<file path="src/rtl/traffic_phase_scheduler.sv">
// Four-way junction phase sequencer: NS/EW green-yellow-allred, exclusive ped walk, NS emergency preempt.
// Lamps decode combinationally from the registered phase; no backpressure, sensors are sampled every cycle.
module traffic_phase_scheduler #(
  parameter int CW        = 4,
  parameter int GREEN_MIN = 5,
  parameter int YELLOW    = 2,
  parameter int ALLRED    = 1,
  parameter int PED_WALK  = 4
) (
  input  logic          clk,
  input  logic          rst,
  input  logic          ns_car,
  input  logic          ew_car,
  input  logic          ped_req,
  input  logic          emerg,
  output logic [2:0]    NS,
  output logic [2:0]    EW,
  output logic          walk,
  output logic          ped_ack,
  output logic [2:0]    state,
  output logic [CW-1:0] count
);

  typedef enum logic [2:0] {
    NS_G = 3'd0,
    NS_Y = 3'd1,
    RED1 = 3'd2,
    EW_G = 3'd3,
    EW_Y = 3'd4,
    RED2 = 3'd5,
    PED  = 3'd6,
    BAD  = 3'd7
  } phase_t;

  localparam logic [2:0] LAMP_G = 3'b001;
  localparam logic [2:0] LAMP_Y = 3'b010;
  localparam logic [2:0] LAMP_R = 3'b100;

  // Exit thresholds: a phase of duration T leaves on the edge where count == T-1.
  localparam logic [CW-1:0] GREEN_LAST  = CW'(GREEN_MIN - 1);
  localparam logic [CW-1:0] YELLOW_LAST = CW'(YELLOW - 1);
  localparam logic [CW-1:0] ALLRED_LAST = CW'(ALLRED - 1);
  localparam logic [CW-1:0] WALK_LAST   = CW'(PED_WALK - 1);
  localparam logic [CW-1:0] COUNT_MAX   = {CW{1'b1}};

  phase_t        st_q, st_d;
  logic [CW-1:0] count_q;
  logic          ped_pending_q;
  logic          last_dir_q;
  logic          ped_ack_q;

  always_comb begin
    st_d = st_q;
    case (st_q)
      NS_G: if (!emerg && count_q >= GREEN_LAST && (ew_car || ped_pending_q)) st_d = NS_Y;
      NS_Y: if (count_q >= YELLOW_LAST) st_d = RED1;
      RED1: if (count_q >= ALLRED_LAST) st_d = ped_pending_q ? PED : EW_G;
      // Emergency cuts EW green short immediately, still via yellow.
      EW_G: if (emerg || (count_q >= GREEN_LAST && (ns_car || ped_pending_q))) st_d = EW_Y;
      EW_Y: if (count_q >= YELLOW_LAST) st_d = RED2;
      RED2: if (count_q >= ALLRED_LAST) st_d = (ped_pending_q && !emerg) ? PED : NS_G;
      PED:  if (count_q >= WALK_LAST) st_d = last_dir_q ? NS_G : EW_G;
      default: st_d = NS_G;
    endcase
  end

  always_ff @(posedge clk) begin
    if (rst) begin
      st_q          <= NS_G;
      count_q       <= '0;
      ped_pending_q <= 1'b0;
      last_dir_q    <= 1'b0;
      ped_ack_q     <= 1'b0;
    end else begin
      st_q <= st_d;
      if (st_d != st_q)
        count_q <= '0;
      else if (count_q != COUNT_MAX)
        count_q <= count_q + 1'b1;

      // Entering the walk phase clears the latch even if the button is pressed on that edge.
      if (st_d == PED && st_q != PED)
        ped_pending_q <= 1'b0;
      else if (ped_req && st_q != PED)
        ped_pending_q <= 1'b1;

      if (st_q == NS_G)
        last_dir_q <= 1'b0;
      else if (st_q == EW_G)
        last_dir_q <= 1'b1;

      ped_ack_q <= (st_d == PED) && (st_q != PED);
    end
  end

  always_comb begin
    NS   = LAMP_R;
    EW   = LAMP_R;
    walk = 1'b0;
    case (st_q)
      NS_G: NS = LAMP_G;
      NS_Y: NS = LAMP_Y;
      EW_G: EW = LAMP_G;
      EW_Y: EW = LAMP_Y;
      PED:  walk = 1'b1;
      BAD: begin
        NS = 3'b000;
        EW = 3'b000;
      end
      default: ;
    endcase
  end

  assign state   = st_q;
  assign count   = count_q;
  assign ped_ack = ped_ack_q;

endmodule

</file>
<file path="config.mk">
export PLATFORM = sky130hd
export DESIGN_NAME = traffic_phase_scheduler
export DESIGN_NICKNAME = d
export VERILOG_FILES = /design/src/rtl/traffic_phase_scheduler.sv
export SDC_FILE = /design/constraint.sdc
export NUM_CORES = 1
export LEC_CHECK = 0
export CAP_MARGIN = 20
export CORE_MARGIN = 5
export CORE_UTILIZATION = 46
export DETAILED_ROUTE_END_ITERATION = 8
export HOLD_SLACK_MARGIN = 0.15
export PLACE_DENSITY = 0.77
export SLEW_MARGIN = 20
export SYNTH_ARGS = -nofsm -noshare
export SYNTH_HDL_FRONTEND = slang
export SYNTH_SLANG_ARGS = --single-unit
</file>
<file path="constraint.sdc">
create_clock -name clk -period 2.4 [get_ports clk]
set_input_delay 0.72 -clock clk [delete_from_list [all_inputs] [get_ports clk]]
set_output_delay 0.72 -clock clk [all_outputs]
set_load 0.02 [all_outputs]
</file>
# == Word-level counts from Yosys, hierarchy flattened ==
# Index checks and enable logic that the tools add are counted.
# word_totals
reg_bits,10
output_inout_bits,15
word_cells,49
# classes
addsub,1
order_cmp,4
n_eq_ne,11
n_mux,14
reduce_logical,14
# op_table
op,count
3-bit two-way mux,9
3-bit one-hot mux with 7 select lines,1
3-bit one-hot mux with 3 select lines,2
"3-bit == test, second input constant",5
"4-bit by 1-bit greater-or-equal comparator with 1-bit output, second input constant",2
"3-bit by 2-bit == test with 1-bit output, second input constant",2
1-bit logical AND,6
2-bit OR reduction,3
"4-bit by 1-bit adder with 4-bit output, second input constant",1
"4-bit by 2-bit greater-or-equal comparator with 1-bit output, second input constant",1
"4-bit by 3-bit greater-or-equal comparator with 1-bit output, second input constant",1
"4-bit inequality test, second input constant",1
"3-bit by 1-bit == test with 1-bit output, second input constant",1
3-bit logical NOT,1
1-bit logical OR,3
3-bit inequality test,1
"3-bit inequality test, second input constant",1
2-bit two-way mux,1
1-bit logical NOT,1
1-bit two-way mux,1

# == Logic depth before layout (Yosys ltp) ==
# Gate-level depths: netlist of the first run.
# depth
ltp_word,8
mapped_depth,6
depth_no_buf,6

# == Least setup slack after synthesis of the first run ==
# Ideal clock, no wire load.
# synth_path
kind,register -> output
startpoint,register st_q[2] (netlist: state[2])
endpoint,output port EW[2]
t_arrival_ns,1.537
required_time_ns,1.680
path_slack_ns,0.143
path_stages_with_launch,5
path_cell_list,dfxtp_1 > clkbuf_1 > inv_1 > nor3_1 > a21oi_1
# synth_via
elab_chain_cells,2
# synth_rtl
element,line_no,text
"start, declared",46,"phase_t st_q, st_d;"
"start signal, assigned",75,st_q <= st_d;
3-bit == test / 3-bit by 2-bit == test with 1-bit output (equally long branches),100,case (st_q)
3-bit one-hot mux with 3 select lines (*),100,
"end, declared",17,"output logic [2:0] EW,"
# Mark *: on every way between the ends. The rest lies on a longest branch, timed or not.

# == Worst setup path after layout of the first run ==
# layout_path
startpoint,register st_q[2] (netlist: state[2])
endpoint,output port state[2]
# layout_rtl
element,line_no,text
"end, declared",20,"output logic [2:0] state,"
# No word-level cell between the ends.

==> flow_metrics.py, run 1 <==
metrics = {
    "sta": {
        "fin_skew_ns": 0.00554,
        "setup_tns_ns": 0,
        "hold_viol_final": 0,
        "tightest_slew_ns": 0.423,
        "relSlewSlack_pct": 71.4,
        "setup-violations-final": 0,
        "max_clock_freq_mhz": 445,
        "fin_crit_sh_pct": 93.6,
        "slew_viol_final": 0,
        "min_period_ns": 2.25,
        "rsz0062_at_grt": "false",
    },
    "detailed_routing": {
        "drc": 0,
        "ant_nets": 0,
        "dr.pass1.iters": 4,
        "drtIter0Drc": 29,
        "wl_per_cell_um": 16.0,
        "via_per_inst": 6.26,
        "num_vias": 801,
        "drt-total-wl_mm": 2.05,
    },
    "setup_path": {
        "crit_chain": "buf_4 -> clkdlybuf4s50_1",
        "start_kind": "flop",
        "startpoint": "state[2]$_SDFF_PP0_",
        "critPathMaxFanout": 14,
        "r2r-start": "count[1]$_SDFFE_PP0P_",
        "slowest_stage": "clkdlybuf4s50_1",
        "reg2reg_depth": 6,
        "cp.depth": 2,
        "worst-setup-path-type": "flop to primary output",
        "cp_data_arrival_time_ns": 1.53,
        "critical-path-top-delay-family": "buffers and inverters",
        "reg2reg_slack_ns": 0.40,
        "worst-path-buf-inv": 2,
        "required_ns": 1.68,
        "r2r-end": "count[0]$_SDFFE_PP0P_",
        "crit_path_end": "state[2]",
        "slowest_delay_ns": 0.62,
        "endpoint_kind": "primary output",
    },
    "place": {
        "placed_cell_area_um2": 970,
        "place_hpwl_mm": 1.51,
        "io_buffers": 20,
        "gp_congestion": 0.840,
    },
    "yosys": {
        "netlist_area_um2": 742,
        "postSynthCellCount": 90,
        "synth_xor_area_share_pct": 1.18,
        "syn_area_per_cell_um2": 8.24,
        "synth_adder_area_share_pct": 5.06,
        "synth_top_family_by_area": "simple AND/OR/NAND/NOR gates",
        "ys_ff_latch": 10,
        "ys_seq_area_share_pct": 27.0,
        "synth_compound_area_share_pct": 26.0,
        "syn-num-nets": 99,
        "synthMuxAreaShare_pct": 5.73,
        "yosys_warnings": 0,
        "synth_simple_gate_area_share_pct": 27.0,
        "synth_cell_types": 37,
    },
    "pwr": {
        "p_leak_nw": 0.424,
        "ir_drop_mv": 0.424,
        "p_sw_w": 0.000171,
        "p_seq_share_pct": 37.9,
        "switching_share_pct": 32.5,
        "clkPwrFrac_pct": 30.4,
        "power.total_w": 0.000526,
        "comb_power_share_pct": 31.7,
        "cell_internal_pwr_w": 0.000355,
        "p_per_area_nw_per_um2": 525,
    },
    "floorplanning": {
        "dieArea_um2": 2520,
        "io_pins": 21,
        "start_util_pct": 48.7,
        "die_w_um": 50.2,
        "fp-row-count": 14,
        "die-height_um": 50.2,
        "core_um2": 1520,
    },
    "clock_network": {
        "cts_sinks": 10,
        "clock-root-buffer": "clkbuf_4",
        "numCtsBuffers": 3,
        "cts_tree": "done",
        "clock_path_buffers": 2,
        "h-tree-depth": 1,
        "clkLatencyLatePin_ns": 0.27,
        "cts.clk_slew.worst_paths_ns": 0.07,
        "cts_setup_buffers": 0,
    },
    "cells_and_area": {
        "utilization_pct": 65.8,
        "final_cell_mix": "clkdlybuf4s50_1, dfxtp_1, inv_1, dlygate4sd2_1, buf_4",
        "area_delta_synth_final_pct": 35.1,
        "diodes": 0,
        "nets": 122,
        "fin_area_um2": 1000,
        "layout_commonest_cell": "clkdlybuf4s50_1",
        "drive_gt1_share_pct": 17.9,
    },
    "global_route": {
        "first_global_vias": 751,
        "antenna_found_initial": 0,
        "grt_max_degree": 17,
        "gr-usage-all-layers_pct": 17.4,
        "grt_pass1_wl_mm": 3.48,
        "overflow": 0,
    },
    "job": {
        "maxCapViolCount": 0,
    },
    "min_path": {
        "hp-class": "flop to flop",
    },
    "outcome": {
        "status": "complete, no violations",
    },
}
-- sequential cells by signal (all words and copies together), names as in the netlist --
name	cells
ped_ack	1
count	4
last_dir_q	1
state	3
ped_pending_q	1
-- worst min path at each step --
stage,startpoint,end,depth (start not counted)
2_1_floorplan,last_dir_q$_SDFFE_PP0P_,last_dir_q$_SDFFE_PP0P_,2
3_3_place_gp,last_dir_q$_SDFFE_PP0P_,last_dir_q$_SDFFE_PP0P_,2
3_5_place_dp,last_dir_q$_SDFFE_PP0P_,last_dir_q$_SDFFE_PP0P_,2
4_1_cts,last_dir_q$_SDFFE_PP0P_,last_dir_q$_SDFFE_PP0P_,2
5_1_grt,last_dir_q$_SDFFE_PP0P_,last_dir_q$_SDFFE_PP0P_,2
6_report,last_dir_q$_SDFFE_PP0P_,last_dir_q$_SDFFE_PP0P_,2
-- worst reg2reg max path, cell delays in order (launching register included) --
cell and delay, ns:
dfxtp_1 0.40, inv_1 0.09, ha_1 0.20, or4b_4 0.51
o32ai_1 0.21, a31oi_1 0.17, nor4_1 0.33
-- what timing repair did --
item,in CTS,in global routing
gates cloned,0,0
endpoints found under the setup margin,6,1
resized for setup,7,1
hold buffers,0,0
-- power by group through the flow --
stage | registers, W | logic [W] | clock network, W
final | 0.000199 | 0.000167 | 0.000160
after global routing | 0.000203 | 0.000179 | 0.000172
after CTS | 0.000199 | 0.000167 | 0.000161
after detailed placement | 0.000203 | 0.000168 | 0
after global placement | 0.000202 | 0.000165 | 0
after floorplan | 0.000206 | 0.000103 | 0
-- layer usage --
layer  vias to the layer above  GRT usage (%)  wire length [µm]
li1                        386              -                 -
met1                       376           22.7               888
met2                        33           27.0               988
met3                         6           4.44               135
met4                         0           7.42                33
met5                         -              0                 0
-- synthesized netlist by cell type, drive strengths merged --
library cell  instances  share of area [%]
or3b                  1                1.2
nor3                  2                1.3
o32ai                 2                2.4
mux2                  2                3.0
or4b                  1                1.9
nor3b                 3                3.0
nor2                  5                2.5
buf                   1                1.5
or3                   2                1.7
o311a                 1                1.5
a211o                 1                1.2
nor4                  5                4.2
o21ba                 1                1.3
dfxtp                10                 27
nand3b                2                2.0
o21ai                 3                2.0
inv                   6                3.0
a32oi                 1                1.2
or4                   1                1.0
nand2                 3                1.5
o22a                  1                1.3
nand3                 2                1.3
nand2b                2                1.7
mux2i                 2                2.7
nor4b                 1                1.2
clkbuf                7                3.5
a21o                  1                1.0
a31oi                 3                2.5
and3b                 2                2.4
ha                    3                5.1
a2bb2oi               2                2.4
o211ai                3                3.7
o22ai                 1               0.84
a21oi                 6                4.6
xnor2                 1                1.2
-- metrics by stage --
| step | setup slack (ns) | cells | hold WS [ns] |
|---|---|---|---|
| finish | 0.155 | 128 | 0.521 |
| global route | 0.0776 | 128 | 0.562 |
| CTS | 0.0291 | 128 | 0.517 |
| detailed placement | 0.0934 | 124 | 0.506 |
| global placement | 0.124 | 124 | 0.487 |
| floorplan | 0.143 | 90 | 0.457 |
-- kinds of logic after synthesis --
kind of cell | count (synthesis)
compound gates | 26
buf+inv | 14
xor+xnor | 1
fa+ha+maj | 3
mux | 4
simple gates | 32
flops | 10
-- layout make-up --
| type | count | area (µm²) |
|---|---|---|
| Tap cell | 16 | 20.0 |
| Multi-Input combinational cell | 66 | 482 |
| Fill cell | 138 | 522 |
| Clock buffer | 4 | 36.3 |
| Sequential cell | 10 | 201 |
| Inverter | 6 | 22.5 |
| Timing Repair Buffer | 26 | 240 |
Power figures use the tool's default switching activity.
==> run 2: changes to the inputs <==
--- a/config.mk
+++ b/config.mk
@@ -8,6 +8,7 @@
 export CAP_MARGIN = 20
 export CORE_MARGIN = 5
 export CORE_UTILIZATION = 46
+export CTS_CLUSTER_DIAMETER = 40
 export DETAILED_ROUTE_END_ITERATION = 8
 export HOLD_SLACK_MARGIN = 0.15
 export PLACE_DENSITY = 0.77
==> results of run 2 <==
Same layout as run 1: the final DEF is identical, and so are final timing and power.
==> run 3: changes to the inputs <==
==> constraint.sdc (replaced) <==
create_clock -name clk -period 2.2 [get_ports clk]
set_input_delay 0.66 -clock clk [delete_from_list [all_inputs] [get_ports clk]]
set_output_delay 0.66 -clock clk [all_outputs]
set_load 0.02 [all_outputs]
==> flow_metrics.py, run 3 (synthesis results as in run 1) <==
metrics = {
    "place": {
        "io_buffers": 20,
        "placed_cell_area_um2": 1020,
        "place_ws_ns": 0.0143,
        "place_hpwl_mm": 1.53,
        "gp_congestion": 0.873,
    },
    "outcome": {
        "status": "complete, no violations",
    },
    "clock_network": {
        "numCtsBuffers": 3,
        "holdBufCountCts": 0,
        "cts.clk_slew.worst_paths_ns": 0.08,
        "cts_sinks": 10,
        "h-tree-depth": 1,
        "clock_path_buffers": 2,
        "cts_setup_buffers": 0,
        "clock-root-buffer": "clkbuf_4",
        "clkLatencyLatePin_ns": 0.27,
        "cts_tree": "done",
        "ctsResizeCount": 9,
    },
    "setup_path": {
        "start_kind": "flop",
        "required_ns": 1.54,
        "endpoint_kind": "primary output",
        "cp_data_arrival_time_ns": 1.44,
        "critPathMaxFanout": 16,
        "worst-setup-path-type": "flop to primary output",
        "reg2reg_slack_ns": 0.26,
    },
    "cells_and_area": {
        "area_delta_synth_final_pct": 42.8,
        "fin_area_um2": 1060,
        "diodes": 0,
        "layout_commonest_cell": "buf_4",
        "nets": 129,
        "largest_reg_flops": 4,
        "final_cell_mix": "buf_4, clkdlybuf4s50_1, dfxtp_1",
        "utilization_pct": 69.5,
        "drive_gt1_share_pct": 23.5,
    },
    "detailed_routing": {
        "drc": 0,
        "via_per_inst": 5.99,
        "wl_per_cell_um": 15.0,
        "drt-total-wl_mm": 2.03,
        "dr.pass1.iters": 4,
        "num_vias": 808,
        "ant_nets": 0,
        "drtIter0Drc": 19,
    },
    "pwr": {
        "p_per_area_nw_per_um2": 550,
        "p_leak_nw": 0.468,
        "ir_drop_mv": 0.415,
    },
    "global_route": {
        "use_met2_pct": 27.6,
        "gr-usage-all-layers_pct": 16.7,
        "grt-busiest-layer": "met2",
        "first_global_vias": 761,
        "grt_max_degree": 17,
        "grt_pass1_wl_mm": 3.37,
        "overflow": 0,
        "globalRouteMet1Util_pct": 20.5,
        "grtUsageMet3_pct": 3.85,
        "antenna_found_initial": 0,
    },
    "floorplanning": {
        "start_util_pct": 48.7,
        "die_w_um": 50.2,
        "die-height_um": 50.2,
        "core_um2": 1520,
        "dieArea_um2": 2520,
        "io_pins": 21,
        "fp-row-count": 14,
    },
    "sta": {
        "fin_crit_sh_pct": 95.3,
        "fin_skew_ns": 0.00506,
        "tightest_slew_ns": 0.415,
        "fin_hold_ws_ns": 0.519,
        "slew_viol_final": 0,
        "setup-violations-final": 0,
        "setup_tns_ns": 0,
        "rsz0062_at_grt": "false",
        "min_period_ns": 2.10,
        "relSlewSlack_pct": 71.9,
        "layout_setup_ws_ns": 0.103,
        "hold_viol_final": 0,
        "max_clock_freq_mhz": 477,
    },
    "job": {
        "maxCapViolCount": 0,
    },
    "min_path": {
        "hp-class": "flop to flop",
    },
}
-- run 3: cell types whose count changed in the layout (fill, tap and decap cells not counted), sizes merged --
cell / before / now
clkdlybuf4s15: 0 / 1
dlymetal6s2s: 1 / 0
buf: 6 / 13
clkdlybuf4s50: 13 / 11
dlygate4sd2: 6 / 8
-- run 3: cell type report --
cell class | count | area (µm²)
Inverter | 6 | 22.5
Sequential cell | 10 | 201
Timing Repair Buffer | 33 | 292
Fill cell | 141 | 464
Tap cell | 16 | 20.0
Clock buffer | 4 | 36.3
Multi-Input combinational cell | 66 | 488
-- run 3: worst max-delay path, stage by stage, from the launching register on --
cell	delay [ns]
dfxtp_1	0.34
buf_6	0.17
nand2_1	0.08
mux2_2	0.26
dlygate4sd2_1	0.32
-- run 3: metal layers --
metal	share of wire [%]	vias up	wire length (µm)
li1	-	398	-
met1	45	387	902
met2	49	19	995
met3	5.0	4	101
met4	1.3	0	26
met5	0	-	0
-- run 3: where the power goes --
group,internal [W],switching (W)
logic,0.000102,0.0000966
registers,0.000194,0.0000191
clock network,0.000101,0.0000710
-- run 3: per-stage QoR --
stage          total power, W  instances
4_1_cts              0.000584        135
5_1_grt              0.000617        135
6_report             0.000583        135
2_1_floorplan        0.000336         90
3_3_place_gp         0.000413        131
3_5_place_dp         0.000415        131
-- run 3: path summary, 6_finish.rpt --
kind                                           endpoint  cells after the start                     from
worst max-delay path                              NS[2]                      4      state[0]$_SDFF_PP0_
worst min-delay path            last_dir_q$_SDFFE_PP0P_                      2  last_dir_q$_SDFFE_PP0P_
worst max register to register    count[1]$_SDFFE_PP0P_                      7    count[1]$_SDFFE_PP0P_
worst min register to register  last_dir_q$_SDFFE_PP0P_                      2  last_dir_q$_SDFFE_PP0P_
